File: config.mk
export PLATFORM = sky130hd
export DESIGN_NAME = pcie_rx_symbol_decoder_flat
export DESIGN_NICKNAME = d
export VERILOG_FILES = /design/src/rtl/pcie_rx_symbol_decoder_if.sv /design/src/rtl/pcie_rx_symbol_decoder.sv /design/src/flat_wrapper.sv
export SDC_FILE = /design/constraint.sdc
export NUM_CORES = 1
export LEC_CHECK = 0
export CAP_MARGIN = 20
export CORE_MARGIN = 2
export CORE_UTILIZATION = 51
export CTS_CLUSTER_SIZE = 16
export DETAILED_ROUTE_END_ITERATION = 8
export PLACE_DENSITY = 0.79
export SKIP_CTS_REPAIR_TIMING = 1
export SYNTH_ARGS = -nofsm -noshare
export SYNTH_HDL_FRONTEND = slang
export SYNTH_SLANG_ARGS = --single-unit
File: constraint.sdc
create_clock -name CLK_2MHz -period 2.5 [get_ports CLK_2MHz]
set_clock_uncertainty 0.15 [all_clocks]
set_input_delay 0.5 -clock CLK_2MHz [delete_from_list [all_inputs] [get_ports CLK_2MHz]]
set_output_delay 0.5 -clock CLK_2MHz [all_outputs]
set_load 0.02 [all_outputs]
File: src/rtl/pcie_rx_symbol_decoder_if.sv
// Symbol-in / classified-symbol-out bundle for the RX symbol decoder.
// The link side (master) drives symbols; the decoder (slave) reports.
interface pcie_rx_symbol_decoder_if #(
  parameter int LEN_W = 13
);
  logic             ENB;
  logic [7:0]       IN_SYM;
  logic             IN_K;
  logic [3:0]       OUT_CTRL;
  logic [7:0]       OUT_DATA;
  logic             OUT_VALID;
  logic             PKT_DVLD;
  logic             PKT_SOP;
  logic             PKT_EOP;
  logic             PKT_ABORT;
  logic             PKT_IS_DLLP;
  logic [LEN_W-1:0] PKT_LEN;
  logic             ERR_FRAME;

  modport master (
    output ENB, IN_SYM, IN_K,
    input  OUT_CTRL, OUT_DATA, OUT_VALID,
    input  PKT_DVLD, PKT_SOP, PKT_EOP,
    input  PKT_ABORT, PKT_IS_DLLP,
    input  PKT_LEN, ERR_FRAME
  );

  modport slave (
    input  ENB, IN_SYM, IN_K,
    output OUT_CTRL, OUT_DATA, OUT_VALID,
    output PKT_DVLD, PKT_SOP, PKT_EOP,
    output PKT_ABORT, PKT_IS_DLLP,
    output PKT_LEN, ERR_FRAME
  );
endinterface

File: src/rtl/pcie_rx_symbol_decoder.sv
// RX symbol classifier and TLP/DLLP/ordered-set framer.
// All outputs are registered: one cycle after the enabled symbol.
module pcie_rx_symbol_decoder #(
  parameter logic [7:0]  K_COM    = 8'hF2,
  parameter logic [7:0]  K_PAD    = 8'hC7,
  parameter logic [7:0]  K_SKP    = 8'hAC,
  parameter logic [7:0]  K_STP    = 8'hAA,
  parameter logic [7:0]  K_SDP    = 8'hE5,
  parameter logic [7:0]  K_END    = 8'hF6,
  parameter logic [7:0]  K_EDB    = 8'hDF,
  parameter logic [7:0]  K_FTS    = 8'hA8,
  parameter logic [7:0]  K_IDL    = 8'hAE,
  parameter logic [15:0] MAX_TLP  = 16'd4096,
  parameter int          DLLP_LEN = 6,
  parameter int          LEN_W    = 13
) (
  input  logic CLK_2MHz,
  input  logic reset,
  pcie_rx_symbol_decoder_if.slave bus
);

  localparam logic [3:0] C_DATA = 4'd0;
  localparam logic [3:0] C_COM  = 4'd1;
  localparam logic [3:0] C_PAD  = 4'd2;
  localparam logic [3:0] C_SKP  = 4'd3;
  localparam logic [3:0] C_STP  = 4'd4;
  localparam logic [3:0] C_SDP  = 4'd5;
  localparam logic [3:0] C_END  = 4'd6;
  localparam logic [3:0] C_EDB  = 4'd7;
  localparam logic [3:0] C_FTS  = 4'd8;
  localparam logic [3:0] C_IDL  = 4'd9;
  localparam logic [3:0] C_BAD  = 4'd15;

  localparam logic [LEN_W-1:0] TLP_MAX =
    LEN_W'(MAX_TLP);
  localparam logic [LEN_W-1:0] DLLP_MAX =
    LEN_W'(DLLP_LEN);

  typedef enum logic [2:0] {
    S_IDLE, S_TLP, S_DLLP, S_OS, S_DROP
  } state_t;

  state_t           state, state_n;
  logic [1:0]       os_cnt, os_n;
  logic [LEN_W-1:0] len, len_n, lim;
  logic             dllp, dllp_n;
  logic [3:0]       code, ctrl_q;
  logic [7:0]       data_q;
  logic             vld_q;
  logic             dvld_n, sop_n, eop_n;
  logic             abort_n, err_n;
  logic             dvld_q, sop_q, eop_q;
  logic             abort_q, err_q;
  logic             start, in_pkt, len_ok;

  // Map the raw symbol onto its CTRL code.
  always_comb begin
    code = C_BAD;
    if (!bus.IN_K) begin
      code = C_DATA;
    end else begin
      unique case (1'b1)
        bus.IN_SYM == K_COM: code = C_COM;
        bus.IN_SYM == K_PAD: code = C_PAD;
        bus.IN_SYM == K_SKP: code = C_SKP;
        bus.IN_SYM == K_STP: code = C_STP;
        bus.IN_SYM == K_SDP: code = C_SDP;
        bus.IN_SYM == K_END: code = C_END;
        bus.IN_SYM == K_EDB: code = C_EDB;
        bus.IN_SYM == K_FTS: code = C_FTS;
        bus.IN_SYM == K_IDL: code = C_IDL;
        default:             code = C_BAD;
      endcase
    end
  end

  // Framing FSM: next state, counters and pulses.
  always_comb begin
    state_n = state;
    os_n    = os_cnt;
    len_n   = len;
    dllp_n  = dllp;
    dvld_n  = 1'b0;
    sop_n   = 1'b0;
    eop_n   = 1'b0;
    abort_n = 1'b0;
    err_n   = 1'b0;
    start   = (code == C_STP) || (code == C_SDP);
    in_pkt  = (state == S_TLP) || (state == S_DLLP);
    lim     = (state == S_DLLP) ? DLLP_MAX : TLP_MAX;
    len_ok  = (state == S_DLLP) ? (len == DLLP_MAX)
            : (len != '0) && (len <= TLP_MAX);
    if (bus.ENB) begin
      err_n = (code == C_BAD);
      if (start) begin
        state_n = (code == C_SDP) ? S_DLLP : S_TLP;
        dllp_n  = (code == C_SDP);
        sop_n   = 1'b1;
        len_n   = '0;
        // A new start cuts short whatever was open.
        if (in_pkt) begin
          err_n   = 1'b1;
          abort_n = 1'b1;
        end
        if (state == S_OS) err_n = 1'b1;
      end else begin
        unique case (state)
          S_IDLE: begin
            if (code == C_COM) begin
              state_n = S_OS;
              os_n    = 2'd0;
            end else if (code inside
                         {C_DATA, C_END, C_EDB}) begin
              err_n = 1'b1;
            end
          end
          S_TLP, S_DLLP: begin
            if (code == C_DATA) begin
              if (len == lim) begin
                state_n = S_DROP;
                err_n   = 1'b1;
                abort_n = 1'b1;
              end else begin
                dvld_n = 1'b1;
                len_n  = len + 1'b1;
              end
            end else if (code == C_END) begin
              state_n = S_IDLE;
              eop_n   = len_ok;
              abort_n = !len_ok;
              err_n   = !len_ok;
            end else if (code == C_EDB) begin
              state_n = S_IDLE;
              abort_n = 1'b1;
            end else begin
              state_n = S_IDLE;
              err_n   = 1'b1;
              abort_n = 1'b1;
            end
          end
          S_OS: begin
            if (code == C_COM) begin
              os_n = 2'd0;
            end else if (code inside
                         {C_SKP, C_FTS, C_IDL}) begin
              if (os_cnt == 2'd2) state_n = S_IDLE;
              else os_n = os_cnt + 2'd1;
            end else begin
              state_n = S_IDLE;
              err_n   = 1'b1;
            end
          end
          S_DROP: begin
            if (code inside {C_END, C_EDB})
              state_n = S_IDLE;
          end
          default: state_n = S_IDLE;
        endcase
      end
    end
  end

  // State, counters and registered outputs.
  always_ff @(posedge CLK_2MHz or negedge reset) begin
    if (!reset) begin
      state   <= S_IDLE;
      os_cnt  <= 2'd0;
      len     <= '0;
      dllp    <= 1'b0;
      ctrl_q  <= 4'd0;
      data_q  <= 8'd0;
      vld_q   <= 1'b0;
      dvld_q  <= 1'b0;
      sop_q   <= 1'b0;
      eop_q   <= 1'b0;
      abort_q <= 1'b0;
      err_q   <= 1'b0;
    end else begin
      state   <= state_n;
      os_cnt  <= os_n;
      len     <= len_n;
      dllp    <= dllp_n;
      vld_q   <= bus.ENB;
      dvld_q  <= dvld_n;
      sop_q   <= sop_n;
      eop_q   <= eop_n;
      abort_q <= abort_n;
      err_q   <= err_n;
      if (bus.ENB) begin
        ctrl_q <= code;
        data_q <= bus.IN_SYM;
      end
    end
  end

  assign bus.OUT_CTRL    = ctrl_q;
  assign bus.OUT_DATA    = data_q;
  assign bus.OUT_VALID   = vld_q;
  assign bus.PKT_DVLD    = dvld_q;
  assign bus.PKT_SOP     = sop_q;
  assign bus.PKT_EOP     = eop_q;
  assign bus.PKT_ABORT   = abort_q;
  assign bus.PKT_IS_DLLP = dllp;
  assign bus.PKT_LEN     = len;
  assign bus.ERR_FRAME   = err_q;

endmodule
File: src/flat_wrapper.sv
// flat-port wrapper written by rule: the top's interface ports become plain ports
module pcie_rx_symbol_decoder_flat 
#(
  parameter logic [7:0]  K_COM    = 8'hF2,
  parameter logic [7:0]  K_PAD    = 8'hC7,
  parameter logic [7:0]  K_SKP    = 8'hAC,
  parameter logic [7:0]  K_STP    = 8'hAA,
  parameter logic [7:0]  K_SDP    = 8'hE5,
  parameter logic [7:0]  K_END    = 8'hF6,
  parameter logic [7:0]  K_EDB    = 8'hDF,
  parameter logic [7:0]  K_FTS    = 8'hA8,
  parameter logic [7:0]  K_IDL    = 8'hAE,
  parameter logic [15:0] MAX_TLP  = 16'd4096,
  parameter int          DLLP_LEN = 6,
  parameter int          LEN_W    = 13
)
  (CLK_2MHz, reset, bus_ENB, bus_IN_SYM, bus_IN_K, bus_OUT_CTRL, bus_OUT_DATA, bus_OUT_VALID, bus_PKT_DVLD, bus_PKT_SOP, bus_PKT_EOP, bus_PKT_ABORT, bus_PKT_IS_DLLP, bus_PKT_LEN, bus_ERR_FRAME);
  pcie_rx_symbol_decoder_if #(.LEN_W(LEN_W)) bus_i ();
  input  logic CLK_2MHz;
  input  logic reset;
  input wire logic [$bits(bus_i.ENB)-1:0] bus_ENB;
  input wire logic [$bits(bus_i.IN_SYM)-1:0] bus_IN_SYM;
  input wire logic [$bits(bus_i.IN_K)-1:0] bus_IN_K;
  output wire logic [$bits(bus_i.OUT_CTRL)-1:0] bus_OUT_CTRL;
  output wire logic [$bits(bus_i.OUT_DATA)-1:0] bus_OUT_DATA;
  output wire logic [$bits(bus_i.OUT_VALID)-1:0] bus_OUT_VALID;
  output wire logic [$bits(bus_i.PKT_DVLD)-1:0] bus_PKT_DVLD;
  output wire logic [$bits(bus_i.PKT_SOP)-1:0] bus_PKT_SOP;
  output wire logic [$bits(bus_i.PKT_EOP)-1:0] bus_PKT_EOP;
  output wire logic [$bits(bus_i.PKT_ABORT)-1:0] bus_PKT_ABORT;
  output wire logic [$bits(bus_i.PKT_IS_DLLP)-1:0] bus_PKT_IS_DLLP;
  output wire logic [$bits(bus_i.PKT_LEN)-1:0] bus_PKT_LEN;
  output wire logic [$bits(bus_i.ERR_FRAME)-1:0] bus_ERR_FRAME;
  assign bus_i.ENB = bus_ENB;
  assign bus_i.IN_SYM = bus_IN_SYM;
  assign bus_i.IN_K = bus_IN_K;
  assign bus_OUT_CTRL = bus_i.OUT_CTRL;
  assign bus_OUT_DATA = bus_i.OUT_DATA;
  assign bus_OUT_VALID = bus_i.OUT_VALID;
  assign bus_PKT_DVLD = bus_i.PKT_DVLD;
  assign bus_PKT_SOP = bus_i.PKT_SOP;
  assign bus_PKT_EOP = bus_i.PKT_EOP;
  assign bus_PKT_ABORT = bus_i.PKT_ABORT;
  assign bus_PKT_IS_DLLP = bus_i.PKT_IS_DLLP;
  assign bus_PKT_LEN = bus_i.PKT_LEN;
  assign bus_ERR_FRAME = bus_i.ERR_FRAME;
  pcie_rx_symbol_decoder #(.K_COM(K_COM), .K_PAD(K_PAD), .K_SKP(K_SKP), .K_STP(K_STP), .K_SDP(K_SDP), .K_END(K_END), .K_EDB(K_EDB), .K_FTS(K_FTS), .K_IDL(K_IDL), .MAX_TLP(MAX_TLP), .DLLP_LEN(DLLP_LEN), .LEN_W(LEN_W)) u_core (.CLK_2MHz(CLK_2MHz), .reset(reset), .bus(bus_i));
endmodule
==> flow_metrics.py <==
metrics = {
    "status": {
        "outcome": "finished, final reports clean",
    },
    "floorplan": {
        "die_w_um": 69.71,
        "io_pins": 44,
        "start_util_pct": 53.89,
        "die_area_um2": 4859,
        "fp.coreArea_um2": 4086,
        "rows": 23,
        "die_h_um": 69.71,
    },
    "min_path": {
        "min_path_type": "input pin to register",
        "holdCritStartpoint": "bus_IN_SYM[6]",
    },
    "sta": {
        "clock.fmax_mhz": 406.1,
        "period_minus_slack_ns": 2.462,
        "slew_violations": 0,
        "fin_hold_ws_ns": 0.3204,
        "max_slew_margin_pct": 72.69,
        "setup_viol": 0,
        "finalSetupTns_ns": 0,
        "worst_slack_ns": 0.03783,
        "rsz0062_at_grt": "yes",
        "finalHoldViolCount": 0,
        "period_share_pct": 98.49,
        "tightest_slew_ns": 0.4089,
    },
    "detailed_routing": {
        "drt_iter0_markers": 243,
        "firstDrtPassIters": 4,
        "drc": 0,
        "via_per_inst": 5.840,
        "routed_wl_um": 6106,
        "wl_per_cell_um": 16.87,
        "ant_nets": 0,
        "vias": 2114,
    },
    "yosys": {
        "yosys.cell_types.count": 54,
        "yosysWarningCount": 0,
        "synth_area_leader_cell": "dfrtp_1",
        "ys_async_sr_fraction_pct": 100.0,
        "netlist_instances": 226,
        "synth-main-ff-cell": "dfrtp_1",
        "yosysTopAreaCellShare_pct": 42.05,
        "synth-seq-cells": 37,
        "yosys-top-cells-count": "dfrtp_1 (37), mux2_2 (17), nand2_1 (14)",
        "syn_avg_cell_area_um2": 9.744,
        "synth_edf_count": 0,
        "synthTopCellsByArea": "dfrtp_1 (42%), mux2_2 (8.7%), or3_1 (3.4%)",
        "syn_nets": 242,
        "syn_area_um2": 2202,
        "synth_most_common_cell": "dfrtp_1",
        "synth-seq-area-share_pct": 42.05,
    },
    "layout": {
        "n_antenna_cell": 0,
        "fin_nets": 327,
        "multiInputGateArea_um2": 1265,
        "regArea_um2": 927.1,
        "drive_gt1_share_pct": 29.81,
        "nFillCells": 267,
        "syn_to_final_growth_pct": 44.72,
    },
    "clock_network": {
        "cts_root_buffer": "clkbuf_8",
        "clock_path_buffers": 2,
        "cts_tree": "yes",
        "clock_sinks": 37,
        "htreeDepth": 2,
        "numCtsBuffers": 5,
        "clk_latency_ns": 0.29,
        "clkTransAtPathRegs_ns": 0.07,
    },
    "global_routing": {
        "grt_pass1_vias": 1978,
        "grt_overflow_total": 0,
        "grt_max_degree": 16,
        "grtUsageTotal_pct": 24.15,
        "antenna_found_initial": 0,
        "grt_pass1_wl_um": 9425,
    },
    "worst_setup_path": {
        "critPathMaxFanout": 5,
        "arrival_ns": 2.49,
        "critPathCaptureType": "register",
        "critical_path_class": "input pin to register",
        "startpoint_type": "input pin",
        "rr_startpoint": "u_core.state[0]",
        "cp.required_ns": 2.53,
        "crit_path_start": "bus_IN_SYM[0]",
    },
    "place": {
        "portBuffers": 43,
        "gp_congestion": 0.8671,
        "dp_slack_ns": -0.6126,
        "hpwl_um": 4247,
    },
    "power_and_ir_drop": {
        "comb_power_share_pct": 44.3,
        "p_seq_share_pct": 34.2,
        "leakage_nw": 1.437,
        "switching_share_pct": 37.32,
        "power_switching_mw": 0.9130,
        "p_clk_share_pct": 21.5,
        "worst_ir_drop_vdd_mv": 0.4861,
        "p_int_mw": 1.533,
        "powerDensity_nw_per_um2": 767.6,
    },
    "job": {
        "max_cap_viol_count": 0,
    },
}
[power by group through the flow]
| stage | registers [mW] | logic (mW) | clock network [mW] |
|---|---|---|---|
| 2_1_floorplan | 0.880 | 0.549 | 0 |
| 3_3_place_gp | 0.823 | 0.969 | 0 |
| 3_5_place_dp | 0.827 | 1.00 | 0 |
| 4_1_cts | 0.823 | 1.01 | 0.528 |
| 5_1_grt | 0.852 | 1.17 | 0.562 |
| 6_report | 0.837 | 1.08 | 0.525 |
[final timing paths]
path | cells past startpoint | slack [ns] | end
setup / recovery | 7 | 0.04 | u_core.state[1]
min in group asynchronous | 2 | 0.49 | u_core.bus.OUT_CTRL[0]
setup reg to reg | 6 | 0.12 | u_core.bus.ERR_FRAME
hold reg to reg | 2 | 0.35 | u_core.bus.OUT_CTRL[1]
hold / removal | 2 | 0.32 | u_core.bus.OUT_DATA[6]
max in group asynchronous | 3 | 1.20 | u_core.bus.OUT_CTRL[3]
[final cells by class]
class / instances / area share, %
Clock buffer: 5 / 2.159
Multi-Input combinational cell: 168 / 39.69
Timing Repair Buffer: 89 / 24.46
Tap cell: 50 / 1.963
Clock inverter: 3 / 1.453
Sequential cell: 37 / 29.09
Inverter: 10 / 1.178
[cells in the final DEF (no fill, tap or decap), types with 4 or more instances in the layout]
master / Yosys / routed
a21oi_1: 11 / 11
buf_4: 0 / 45
clkbuf_8: 0 / 5
clkdlybuf4s50_1: 0 / 34
dfrtp_1: 37 / 36
dlymetal6s2s_1: 0 / 4
ha_1: 4 / 4
inv_1: 10 / 10
mux2_2: 17 / 14
nand2_1: 14 / 13
nand3_1: 9 / 9
nand4_1: 7 / 7
nor2_1: 12 / 12
nor3_1: 8 / 7
nor3b_1: 5 / 5
o21ai_0: 12 / 11
o31ai_1: 4 / 4
or3_1: 12 / 12
[per-stage QoR]
stage	util, %	instance area, um^2	std cells	total power [mW]
after CTS	75.72	3094	359	2.359
after global routing	77.99	3187	362	2.583
after floorplan	-	2227	226	1.428
final	77.99	3187	362	2.446
after global placement	72.90	2979	351	1.792
after detailed placement	72.90	2979	351	1.827
[cells by family after synthesis]
logic type | count (synthesis) | share of synthesized area, %
compound gates | 47 | 14.77
xor+xnor | 4 | 1.591
fa+ha+maj | 4 | 2.273
buf+inv | 21 | 4.091
flops | 37 | 42.05
mux | 19 | 9.602
simple gates | 94 | 25.63
[critical path: stages]
cell and delay, ns:
buf_8 0.09, or4b_4 0.58, nor4b_4 0.33, or2_4 0.21, o21ai_4 0.07, a221oi_4 0.36, mux2_4 0.33
[registers in the layout, summed over array words and instances (netlist names)]
| name | flops |
|---|---|
| u_core.bus.PKT_DVLD | 1 |
| u_core.bus.PKT_SOP | 1 |
| u_core.bus.PKT_ABORT | 1 |
| u_core.os_cnt | 2 |
| u_core.state | 3 |
| u_core.bus.OUT_DATA | 8 |
| u_core.bus.PKT_IS_DLLP | 1 |
| u_core.bus.PKT_LEN | 13 |
| u_core.bus.OUT_VALID | 1 |
| u_core.bus.OUT_CTRL | 4 |
| u_core.bus.ERR_FRAME | 1 |
| u_core.bus.PKT_EOP | 1 |
[routing by layer]
metal  GRT usage, %  up-vias  wire length [um]
met4          6.197        0                99
met5              0        -                 0
met1          32.87     1020              2778
met2          39.74       64              2923
li1               -     1016                 -
met3          4.651       14               304
No activity file was read; power rests on OpenSTA's default activity.
